**src/rtl/vx_mat_pkg.sv**
```systemverilog
// Shared types and helpers for the matrix operand buffer sequencer.
// Holds the sequencer state encoding and the counter-width helper.
package vx_mat_pkg;

    typedef enum logic [1:0] {
        IDLE   = 2'd0,
        STREAM = 2'd1,
        POP    = 2'd2
    } mat_seq_state_t;

    // Counter width that stays at least one bit for limits of 1.
    function automatic int cnt_width(input int x);
        int w;
        w = $clog2(x);
        return (w < 1) ? 1 : w;
    endfunction

endpackage

```
**src/rtl/mat_buf_occ_cnt.sv**
```systemverilog
// Occupancy counter for the operand buffer: tracks rows held and derives
// the load-side handshake (in_ready/push) and full/empty status.
module mat_buf_occ_cnt #(
    parameter int DEPTH = 4
) (
    input  logic                       clk,
    input  logic                       rstn,
    input  logic                       flush,
    input  logic                       in_valid,
    input  logic                       pop,
    output logic                       in_ready,
    output logic                       push,
    output logic [$clog2(DEPTH+1)-1:0] count,
    output logic                       empty,
    output logic                       full
);

    localparam int CW = $clog2(DEPTH + 1);

    logic [CW-1:0] count_q;
    logic [CW-1:0] count_d;

    // in_ready deliberately ignores a same-cycle pop so the load path never
    // depends on the sequencer state.
    assign in_ready = (count_q < CW'(DEPTH)) && !flush;
    assign push     = in_valid && in_ready;

    always_comb begin
        count_d = count_q;
        if (flush) begin
            count_d = '0;
        end else begin
            count_d = count_q + CW'(push) - CW'(pop);
        end
    end

    always_ff @(posedge clk or negedge rstn) begin
        if (!rstn) begin
            count_q <= '0;
        end else begin
            count_q <= count_d;
        end
    end

    assign count = count_q;
    assign empty = (count_q == '0);
    assign full  = (count_q == CW'(DEPTH));

    a_count_bound: assert property (@(posedge clk) disable iff (!rstn)
        count_q <= CW'(DEPTH));
    a_pop_nonempty: assert property (@(posedge clk) disable iff (!rstn)
        !(pop && (count_q == '0)));

endmodule

```
**src/rtl/mat_buf_seq_ctrl.sv**
```systemverilog
// Sequencer for the shared matrix operand buffer: streams each front row
// NUM_REG elements per pass, REUSE passes, then retires it with a pop.
module mat_buf_seq_ctrl
    import vx_mat_pkg::*;
#(
    parameter int NUM_REG = 4,
    parameter int DEPTH   = 4,
    parameter int REUSE   = 1
) (
    input  logic                       clk,
    input  logic                       rstn,
    input  logic                       flush,
    input  logic                       in_valid,
    output logic                       in_ready,
    output logic                       push,
    input  logic                       cons_ready,
    output logic                       out_valid,
    output logic                       shift_en,
    output logic                       pop,
    output logic                       clr,
    output logic                       row_done,
    output logic [$clog2(DEPTH+1)-1:0] count,
    output logic                       empty,
    output logic                       full,
    output mat_seq_state_t             state_dbg
);

    localparam int CW = $clog2(DEPTH + 1);
    localparam int EW = cnt_width(NUM_REG);
    localparam int PW = cnt_width(REUSE);

    generate
        if (DEPTH < 1) begin : g_bad_depth
            $error("mat_buf_seq_ctrl: DEPTH must be >= 1");
        end
        if (NUM_REG < 1) begin : g_bad_num_reg
            $error("mat_buf_seq_ctrl: NUM_REG must be >= 1");
        end
        if (REUSE < 1) begin : g_bad_reuse
            $error("mat_buf_seq_ctrl: REUSE must be >= 1");
        end
    endgenerate

    mat_seq_state_t state_q, state_d;
    logic [EW-1:0]  elem_q, elem_d;
    logic [PW-1:0]  pass_q, pass_d;

    mat_buf_occ_cnt #(
        .DEPTH (DEPTH)
    ) u_occ (
        .clk      (clk),
        .rstn     (rstn),
        .flush    (flush),
        .in_valid (in_valid),
        .pop      (pop),
        .in_ready (in_ready),
        .push     (push),
        .count    (count),
        .empty    (empty),
        .full     (full)
    );

    always_ff @(posedge clk or negedge rstn) begin
        if (!rstn) begin
            state_q <= IDLE;
            elem_q  <= '0;
            pass_q  <= '0;
        end else begin
            state_q <= state_d;
            elem_q  <= elem_d;
            pass_q  <= pass_d;
        end
    end

    always_comb begin
        state_d = state_q;
        elem_d  = elem_q;
        pass_d  = pass_q;
        if (flush) begin
            state_d = IDLE;
            elem_d  = '0;
            pass_d  = '0;
        end else begin
            case (state_q)
                IDLE: begin
                    if (count != '0) begin
                        state_d = STREAM;
                        elem_d  = '0;
                        pass_d  = '0;
                    end
                end
                STREAM: begin
                    // Counters only advance on a consumer handshake.
                    if (cons_ready) begin
                        if (elem_q == EW'(NUM_REG - 1)) begin
                            elem_d = '0;
                            if (pass_q == PW'(REUSE - 1)) begin
                                state_d = POP;
                            end else begin
                                pass_d = pass_q + PW'(1);
                            end
                        end else begin
                            elem_d = elem_q + EW'(1);
                        end
                    end
                end
                POP: begin
                    elem_d  = '0;
                    pass_d  = '0;
                    state_d = ((count > CW'(1)) || push) ? STREAM : IDLE;
                end
                default: begin
                    state_d = IDLE;
                    elem_d  = '0;
                    pass_d  = '0;
                end
            endcase
        end
    end

    always_comb begin
        out_valid = (state_q == STREAM);
        shift_en  = (state_q == STREAM) && cons_ready && !flush;
        pop       = (state_q == POP) && !flush;
        row_done  = pop;
        clr       = flush;
    end

    assign state_dbg = state_q;

endmodule
```
**config.mk**
```make
export PLATFORM = sky130hd
export DESIGN_NAME = mat_buf_seq_ctrl
export DESIGN_NICKNAME = d
export VERILOG_FILES = /design/src/rtl/vx_mat_pkg.sv /design/src/rtl/mat_buf_occ_cnt.sv /design/src/rtl/mat_buf_seq_ctrl.sv
export SDC_FILE = /design/constraint.sdc
export NUM_CORES = 1
export LEC_CHECK = 0
export ABC_AREA = 1
export BUFFER_PORTS_ARGS = -buffer_cell sky130_fd_sc_hd__buf_2
export CAP_MARGIN = 25
export CORE_AREA = 4 4 41 43
export DETAILED_ROUTE_END_ITERATION = 8
export DIE_AREA = 0 0 45 47
export PLACE_DENSITY = 0.74
export SLEW_MARGIN = 0
export SYNTH_ARGS = -nofsm -noshare
export SYNTH_HDL_FRONTEND = slang
export SYNTH_SLANG_ARGS = --single-unit
```
**constraint.sdc**
```tcl
create_clock -name clk -period 5.3 [get_ports clk]
set_clock_uncertainty 0.15 [all_clocks]
set_input_delay 1.06 -clock clk [delete_from_list [all_inputs] [get_ports clk]]
set_output_delay 1.06 -clock clk [all_outputs]
set_load 0.02 [all_outputs]
```
==> flow_metrics.py, run 1 <==
metrics = {
    "placed_design": {
        "dp_hpwl_um": 881,
        "numPortBuffers": 18,
        "globalplace.congestion": 0.771,
        "placedCellCount": 99,
        "placed_area_um2": 598,
        "pre_cts_ws_ps": 2340,
    },
    "clocking": {
        "cts.sinks": 7,
        "cts_buffers": 3,
        "cts.clk_slew.worst_paths_ps": 50,
        "cts_tree": "done",
        "cts_resized": 0,
        "insertion_delay_ps": 240,
        "cts_setup_buffers": 0,
        "cts-htree-levels": 1,
        "clock_path_buffers": 2,
        "clockRootBuffer": "clkbuf_4",
        "ctsHoldBuffers": 0,
    },
    "power": {
        "ir_drop_mv": 0.223,
        "leakage_nw": 0.389,
        "p_comb_share_pct": 57.1,
        "p_sw_share_pct": 48.7,
        "cell_internal_pwr_mw": 0.157,
        "seq_power_share_pct": 27.8,
        "pwr-share-clk_pct": 15.1,
        "total_power_mw": 0.305,
        "p_switching_mw": 0.149,
        "cellPowerDensity_nw_per_um2": 489,
    },
    "critical_path": {
        "path_max_fanout": 6,
        "crit_type": "in -> out",
        "required_ps": 4090,
        "arrival_ps": 1750,
        "reg2regPathDepth": 10,
        "end_kind": "output pin",
        "startpoint_type": "input port",
    },
    "yosys": {
        "syn_avg_cell_area_um2": 7.42,
        "ys_seq_elements": 7,
        "synth.top_cell.area_share_pct": 34.7,
        "synth_mux_area_share_pct": 0,
        "syn_nets": 78,
        "synthesis.area_um2": 504,
        "synth_top_family_by_area": "simple AND/OR/NAND/NOR gates",
        "ys_seq_area_share_pct": 34.7,
        "yosys.area_share.simple_pct": 31.5,
        "synthXorXnorAreaFrac_pct": 0,
        "synthAdderAreaFrac_pct": 13.9,
        "synth_compound_area_share_pct": 4.96,
        "synthCells": 68,
        "synth_top_area_cell": "dfrtp_1",
        "yosysWarnings": 0,
        "synth_area_leaders": "dfrtp_1 (35%), ha_1 (9.9%), inv_1 (9.7%), nand2_1 (8.9%), nor2_1 (8.2%)",
        "synth_cell_types": 15,
    },
    "floorplan": {
        "dieWidth_um": 45,
        "core_area_um2": 1300,
        "start_util_pct": 38.8,
        "die-area_um2": 2120,
        "fp-row-count": 13,
        "io_pins": 19,
        "die_h_um": 47,
    },
    "timing": {
        "fmax_mhz": 337,
        "worst_slack_ps": 2340,
        "final-hold-violation-count": 0,
        "rsz0062_at_grt": "no",
        "max-slew-margin-rel_pct": 85.6,
        "slew_viol_final": 0,
        "tightest_slew_ps": 215,
        "finalSetupViolations": 0,
        "setup_tns_ps": 0,
        "hold_ws_ps": 386,
        "timing.final.crit_period_ps": 2960,
        "min_period_over_period_pct": 55.9,
    },
    "detailed_routing": {
        "drt-total-wl_um": 998,
        "drtPass1Iterations": 2,
        "antenna_left": 0,
        "num_vias": 436,
        "route.detailed.drc": 0,
        "first_iter_violations": 1,
        "viasPerCell": 4.23,
        "wl_per_cell_um": 9.69,
    },
    "cells_and_area": {
        "antennaDiodeCount": 0,
        "area.growth.synth_to_final_pct": 23.8,
        "fin_area_um2": 624,
        "num-fill-cells": 140,
        "multi_input_area_um2": 254,
        "final_util_pct": 48.0,
        "drive_gt1_share_pct": 36.4,
        "fin_nets": 99,
        "seqCellArea_um2": 175,
        "fin_cells": 103,
    },
    "grt": {
        "overflow": 0,
        "antenna_found_initial": 0,
        "grt_usage_pct": 12.0,
        "grt_max_degree": 8,
        "grt_pass1_wl_mm": 1.77,
        "grt_pass1_vias": 433,
    },
    "flow_run": {
        "max_cap_violations": 0,
    },
    "status": {
        "status": "completed",
    },
    "min_path": {
        "hold_depth": 2,
        "hold_path_class": "reg -> reg",
    },
}
layout by cell type, fill, tap and decap left out:
master    instances
nand2_1          12
nand3_2           2
dfrtp_1           7
nand2_2           2
a21oi_1           2
clkbuf_1          1
nor2_2            3
nor2_4            1
ha_1              4
nor2_1           11
clkbuf_4          3
inv_2             3
o21ai_0           3
fa_1              1
nand3_1           2
buf_2            18
inv_1            13
area by class of cell:
class / count / area share, %
Clock buffer: 4 / 4.21
Inverter: 16 / 9.62
Multi-Input combinational cell: 43 / 40.7
Sequential cell: 7 / 28.1
Tap cell: 15 / 3.01
Timing Repair Buffer: 18 / 14.4
cell usage after synthesis (all sizes together):
library cell  instances
inv                  16
nor2                 15
nand2                14
dfrtp                 7
ha                    4
nand3                 4
o21ai                 3
a21oi                 2
buf                   2
fa                    1
state kept, by name (all words and copies together), names as in the netlist:
name         cells
u_occ.count      3
elem_q           2
state_dbg        2
path summary, 6_finish.rpt:
check	startpoint	to	slack, ps
min in group asynchronous	rstn	u_occ.count[2]	490
max	flush	pop	2340
min	elem_q[1]	elem_q[1]	390
min reg2reg	elem_q[1]	elem_q[1]	390
max reg2reg	state_dbg[0]	u_occ.count[2]	3200
max in group asynchronous	rstn	state_dbg[0]	4360
cell families after synthesis:
kind of cell | after synthesis
adders and majority gates | 5
AOI/OAI and AO/OA | 5
DFF | 7
buffers and inverters | 18
and+or+nand+nor | 33
power by group through the flow:
stage,clock network (mW),logic (mW),registers (mW)
2_1_floorplan,0,0.113,0.0990
3_3_place_gp,0,0.175,0.0863
3_5_place_dp,0,0.177,0.0857
4_1_cts,0.0487,0.178,0.0850
5_1_grt,0.0511,0.201,0.0881
6_report,0.0460,0.174,0.0849
layer usage:
layer	wire length [um]	GRT usage (%)
met5	0	0
met4	9	10.5
met3	29	1.53
met2	516	18.4
met1	443	14.8
worst max-delay path, cell delays in order:
cell and delay, ps:
buf_2 130, inv_2 90, nand2_1 90, nor2_1 180
buf_2 200
Note: power is estimated with default switching activity, not from simulation.
==> run 2: changes to the inputs <==
--- a/config.mk
+++ b/config.mk
@@ -5,13 +5,13 @@
 export SDC_FILE = /design/constraint.sdc
 export NUM_CORES = 1
 export LEC_CHECK = 0
-export ABC_AREA = 1
+export ABC_AREA = 0
 export BUFFER_PORTS_ARGS = -buffer_cell sky130_fd_sc_hd__buf_2
 export CAP_MARGIN = 25
 export CORE_AREA = 4 4 41 43
 export DETAILED_ROUTE_END_ITERATION = 8
 export DIE_AREA = 0 0 45 47
-export PLACE_DENSITY = 0.74
+export PLACE_DENSITY = 0.7
 export SLEW_MARGIN = 0
 export SYNTH_ARGS = -nofsm -noshare
 export SYNTH_HDL_FRONTEND = slang
==> constraint.sdc (replaced) <==
create_clock -name clk -period 2.9 [get_ports clk]
set_clock_uncertainty 0.15 [all_clocks]
set_input_delay 0.58 -clock clk [delete_from_list [all_inputs] [get_ports clk]]
set_output_delay 0.58 -clock clk [all_outputs]
set_load 0.02 [all_outputs]
==> run 2 against run 1 <==
  * Clock power grew 84%
  * Synthesized cell count shrank 31%
  * Final area shrank 6.4%
  * Count of clock-buffer cells in the layout is the same
  * First-iteration DRC count grew to 11 times the previous value
  * Sequential share of layout area grew 1.9 points
  * Non-clock buffer count grew 1
  * Routed wire length shrank 4.9%
  * Critical path type is now in -> reg
  * Largest cell class unchanged
  * Highest routed layer unchanged
==> flow_metrics.py, run 2 <==
metrics = {
    "status": {
        "status": "completed",
    },
    "critical_path": {
        "reg2regPathDepth": 8,
        "end_kind": "register",
        "max_stage_delay_ps": 380,
        "required_ps": 2880,
        "arrival_ps": 2170,
        "path_depth": 9,
        "critical_path.cell_chain": "buf_2 -> nor3b_1 -> ha_1 -> inv_1 -> ha_1 -> inv_1 -> fa_1 -> xnor2_1 -> nor2_1",
        "crit_end": "u_occ.count[2]",
        "crit_buf_inv": 3,
        "r2r-start": "state_dbg[1]",
        "startpoint_type": "input port",
        "reg2reg_to": "u_occ.count[2]",
        "rrSetupSlack_ps": 740,
        "cp_top_family": "adder cells",
        "path_max_fanout": 8,
        "crit_type": "in -> reg",
        "cp-startpoint": "flush",
        "crit_slowest_cell": "fa_1",
    },
    "floorplan": {
        "die_h_um": 47,
        "fp-row-count": 13,
        "dieWidth_um": 45,
        "core_area_um2": 1300,
        "start_util_pct": 34.9,
        "die-area_um2": 2120,
        "io_pins": 19,
    },
    "grt": {
        "overflow": 0,
        "grt_max_degree": 9,
        "antenna_found_initial": 0,
        "grt_pass1_vias": 408,
        "grt_pass1_wl_mm": 1.69,
        "grt_usage_pct": 11.5,
    },
    "flow_run": {
        "max_cap_violations": 0,
    },
    "yosys": {
        "ys_seq_elements": 7,
        "async_flop_share_pct": 100,
        "synth.top_cell.area_share_pct": 38.6,
        "synth_top_area_cell": "dfrtp_1",
        "yosysMostFrequentCell": "inv_1",
        "synthCells": 47,
        "synth_edf_count": 0,
        "ys_seq_area_share_pct": 38.6,
        "synth_area_leaders": "dfrtp_1 (39%), ha_1 (11%), inv_1 (6.6%), fa_1 (4.4%), nor2_1 (4.1%)",
        "syn_avg_cell_area_um2": 9.66,
        "ys_top_cells_by_count": "inv_1 (8), dfrtp_1 (7), nor2_1 (5)",
        "synth_cell_types": 21,
        "synthFlopType": "dfrtp_1",
        "yosysWarnings": 0,
        "synthesis.area_um2": 454,
        "syn_nets": 57,
    },
    "timing": {
        "max-slew-margin-rel_pct": 77.8,
        "finalSetupViolations": 0,
        "tightest_slew_ps": 332,
        "final-hold-violation-count": 0,
        "setup_tns_ps": 0,
        "slew_viol_final": 0,
        "hold_ws_ps": 378,
        "timing.final.crit_period_ps": 2190,
        "min_period_over_period_pct": 75.4,
        "rsz0062_at_grt": "no",
        "fmax_mhz": 457,
    },
    "clocking": {
        "cts_tree": "done",
        "cts_buffers": 3,
        "insertion_delay_ps": 250,
        "clockRootBuffer": "clkbuf_4",
        "cts.sinks": 7,
        "cts_resized": 0,
        "cts-htree-levels": 1,
        "clock_path_buffers": 2,
        "cts.clk_slew.worst_paths_ps": 40,
        "cts_setup_buffers": 0,
    },
    "cells_and_area": {
        "final_common_cell": "buf_2",
        "fin_cells": 83,
        "fin_nets": 79,
        "area.growth.synth_to_final_pct": 28.6,
        "largest_register_ffs": 3,
        "drive_gt1_share_pct": 38.2,
        "final_cell_mix": "buf_2 (18), inv_1 (8), dfrtp_1 (7), nor2_1 (5), ha_1 (4)",
        "antennaDiodeCount": 0,
        "final_util_pct": 44.9,
    },
    "power": {
        "leakage_nw": 0.318,
        "total_power_mw": 0.303,
        "ir_drop_mv": 0.257,
        "cellPowerDensity_nw_per_um2": 519,
    },
    "detailed_routing": {
        "route.detailed.drc": 0,
        "drt-total-wl_um": 949,
        "num_vias": 392,
        "viasPerCell": 4.72,
        "wl_per_cell_um": 11.4,
        "antenna_left": 0,
        "first_iter_violations": 11,
        "drtPass1Iterations": 4,
    },
    "placed_design": {
        "globalplace.congestion": 0.768,
        "dp_hpwl_um": 783,
        "numPortBuffers": 18,
        "placedCellCount": 78,
    },
    "min_path": {
        "hold_path_class": "reg -> reg",
    },
}
-- run 2: cell types whose count changed in the layout (fill, tap and decap cells not counted), moves of 2 or more --
cell       before  now
and3_1          0    2
inv_1          13    8
inv_2           3    0
nand2_1        12    3
o2bb2ai_1       0    2
nand3_2         2    0
nand2_2         2    0
nor2_2          3    1
o21ai_0         3    0
nand3_1         2    0
nor2_1         11    5
nor3_1          0    2
-- run 2: cell families (layout without fill, tap and decap cells) --
group / after synthesis / after routing / synth area share, %
and+or+nand+nor: 19 / 19 / 23.7
buffers and inverters: 10 / 31 / 9.92
DFF: 7 / 7 / 38.6
adders and majority gates: 5 / 5 / 15.4
AOI/OAI and AO/OA: 5 / 5 / 10.5
xor gates and xnor gates: 1 / 1 / 1.93
-- run 2: power breakdown --
| part | total, mW | leakage [nW] | switching, mW | internal [mW] |
|---|---|---|---|---|
| clock | 0.0845 | 0.0150 | 0.0322 | 0.0523 |
| combinational | 0.0986 | 0.208 | 0.0580 | 0.0406 |
| sequential | 0.120 | 0.0944 | 0.0125 | 0.108 |
-- run 2: how the worst min path moves through the flow --
stage	startpoint	slack (ps)	depth (start not counted)	to
global placement	rstn	260	1	u_occ.count[2]
finish	elem_q[1]	380	2	elem_q[1]
global route	elem_q[0]	430	2	elem_q[0]
detailed placement	rstn	270	1	u_occ.count[2]
CTS	elem_q[1]	390	2	elem_q[1]
floorplan	rstn	130	0	elem_q[0]
-- run 2: metal layers --
metal	vias up	GRT usage, %	routed length [um]
met5	-	0	0
met4	0	7.02	17
met3	2	3.45	66
met2	13	18.6	463
met1	184	13.3	401
li1	193	-	-
-- run 2: repair_timing --
| action | in CTS | in global routing |
|---|---|---|
| hold buffers | 1 | 0 |
| hold endpoints to repair | 7 | 0 |
| setup endpoints to repair | 0 | 0 |
-- run 2: worst min-delay path, cell delays in order (launching register included) --
cell	delay (ps)
dfrtp_1	380
inv_1	60
o2bb2ai_1	50
-- run 2: area by class of cell --
| type | instances | area [um2] |
|---|---|---|
| Sequential cell | 7 | 175 |
| Fill cell | 149 | 717 |
| Tap cell | 15 | 18.8 |
| Timing Repair Buffer | 19 | 100 |
| Multi-Input combinational cell | 30 | 234 |
| Clock buffer | 4 | 26.3 |
| Inverter | 8 | 30.0 |
-- run 2: metrics by stage --
| stage | worst slack [ps] | area, um2 |
|---|---|---|
| 4_1_cts | 667 | 584 |
| 2_1_floorplan | 307 | 454 |
| 3_3_place_gp | 522 | 548 |
| 3_5_place_dp | 409 | 548 |
| 5_1_grt | 509 | 584 |
| 6_report | 714 | 584 |
==> run 3: changes to the inputs <==
--- a/config.mk
+++ b/config.mk
@@ -11,7 +11,7 @@
 export CORE_AREA = 4 4 41 43
 export DETAILED_ROUTE_END_ITERATION = 8
 export DIE_AREA = 0 0 45 47
-export PLACE_DENSITY = 0.7
+export PLACE_DENSITY = 0.72
 export SLEW_MARGIN = 0
 export SYNTH_ARGS = -nofsm -noshare
 export SYNTH_HDL_FRONTEND = slang
==> constraint.sdc (replaced) <==
create_clock -name clk -period 1.88 [get_ports clk]
set_clock_uncertainty 0.15 [all_clocks]
set_input_delay 0.376 -clock clk [delete_from_list [all_inputs] [get_ports clk]]
set_output_delay 0.376 -clock clk [all_outputs]
set_load 0.02 [all_outputs]
==> run 3 against run 2 <==
  * The flow now finishes with violations (setup timing)
  * Highest routed layer unchanged
  * Critical path depth fell by 2
  * Register-to-register slack got worse by 780 ps
  * Clock power rose by 61%
  * Critical endpoint is now u_occ.count[1]
  * Largest power group is now combinational cells
==> flow_metrics.py, run 3 (synthesis results as in run 2) <==
metrics = {
    "status": {
        "status": "complete, but fails checks",
        "violations": "setup timing",
    },
    "clocking": {
        "cts-htree-levels": 1,
        "insertion_delay_ps": 250,
        "cts_tree": "done",
        "cts.clk_slew.worst_paths_ps": 60,
        "clock_path_buffers": 2,
        "cts_buffers": 3,
        "cts.sinks": 7,
        "clockRootBuffer": "clkbuf_4",
    },
    "cells_and_area": {
        "largest_register_ffs": 3,
        "final_common_cell": "buf_2",
        "area.growth.synth_to_final_pct": 47.9,
        "final_util_pct": 51.6,
        "drive_gt1_share_pct": 51.3,
        "final_cell_mix": "buf_2 (17), buf_4 (9), inv_1 (8), nor2_1 (5), dfrtp_1 (5)",
        "fin_nets": 87,
        "antennaDiodeCount": 0,
    },
    "timing": {
        "setup_tns_ps": -44.2,
        "finalSetupViolations": 2,
        "max-slew-margin-rel_pct": 85.8,
        "tightest_slew_ps": 211,
        "hold_ws_ps": 258,
        "min_period_over_period_pct": 102,
        "timing.final.crit_period_ps": 1920,
        "rsz0062_at_grt": "yes",
        "final-hold-violation-count": 0,
        "fmax_mhz": 520,
        "worst_slack_ps": -41.8,
        "slew_viol_final": 0,
    },
    "detailed_routing": {
        "drt-total-wl_mm": 1.05,
        "antenna_left": 0,
        "route.met2.wl_um": 505,
        "route.detailed.drc": 0,
        "viasPerCell": 4.75,
        "wl_met3_um": 83,
        "wl_per_cell_um": 11.5,
        "met1_length_um": 443,
        "first_iter_violations": 17,
        "routed.top_layer": "met4",
        "drtPass1Iterations": 4,
        "num_vias": 432,
    },
    "critical_path": {
        "path_max_fanout": 2,
        "startpoint_type": "register",
        "reg2regPathDepth": 7,
        "end_kind": "register",
        "arrival_ps": 1910,
        "rrSetupSlack_ps": -40,
        "required_ps": 1870,
        "crit_type": "reg -> reg",
    },
    "grt": {
        "overflow": 0,
        "grt_pass1_vias": 397,
        "grt_pass1_wl_mm": 1.78,
        "grt_max_degree": 8,
        "antenna_found_initial": 0,
        "grt_usage_pct": 12.0,
    },
    "floorplan": {
        "die-area_um2": 2120,
        "fp-row-count": 13,
        "die_h_um": 47,
        "start_util_pct": 34.9,
        "core_area_um2": 1300,
        "dieWidth_um": 45,
        "io_pins": 19,
    },
    "power": {
        "ir_drop_mv": 0.527,
        "seq_power_share_pct": 35.6,
        "p_sw_share_pct": 34.4,
        "leakage_nw": 0.362,
        "cell_internal_pwr_mw": 0.335,
        "pwr-share-clk_pct": 26.7,
        "p_comb_share_pct": 37.6,
        "p_switching_mw": 0.176,
        "cellPowerDensity_nw_per_um2": 760,
    },
    "flow_run": {
        "max_cap_violations": 0,
    },
    "placed_design": {
        "dp_hpwl_um": 828,
        "globalplace.congestion": 0.773,
        "numPortBuffers": 18,
    },
    "min_path": {
        "hold_depth": 2,
        "hold_path_class": "in -> reg",
    },
}
[run 3: cell type report]
type                       count  area, um2
multi-input combinational     30        256
clock buffer                   4       26.3
timing repair buffer          27        163
inverter                       8       30.0
sequential                     7        178
fill                         128        629
tap                           15       18.8
[run 3: worst max-delay path, stage by stage (launching register included)]
cell and delay [ps]:
dfrtp_2 420, nor3b_4 180, ha_1 250, inv_1 60, ha_1 130, inv_1 50
fa_2 510, nor2_1 50
[run 3: per-layer routing]
metal	vias to the layer above	global-route usage (%)
met5	-	0
met1	201	15.4
met2	18	17.8
met3	4	4.98
li1	209	-
met4	0	5.26
[run 3: what timing repair did]
item	in CTS	in global routing
pin swaps	1	1
hold endpoints to repair	7	0
setup buffers	1	1
hold buffers	1	0
resized for setup	3	1
setup endpoints to repair	3	3
[run 3: final timing paths]
path | start | end
worst min register to register | elem_q[1] | elem_q[1]
max in group asynchronous | rstn | state_dbg[0]
worst min-delay path | cons_ready | state_dbg[1]
worst max-delay path | state_dbg[0] | u_occ.count[1]
worst max register to register | state_dbg[0] | u_occ.count[1]
min in group asynchronous | rstn | elem_q[1]
[run 3: power by group through the flow]
stage | Sequential (mW) | Clock [mW] | Combinational [mW]
final | 0.182 | 0.136 | 0.192
after global routing | 0.184 | 0.151 | 0.213
after CTS | 0.182 | 0.139 | 0.187
after detailed placement | 0.184 | 0 | 0.179
after global placement | 0.184 | 0 | 0.175
after floorplan | 0.202 | 0 | 0.0912
[run 3: through the flow]
step                      power (mW)  cell area, um2  cells  worst slack, ps
after detailed placement       0.363             607     84             -148
after floorplan                0.293             468     47             -235
after global routing           0.548             672     91             -109
final                          0.511             672     91            -41.8
after global placement         0.359             607     84             -145
after CTS                      0.508             662     90            -43.3
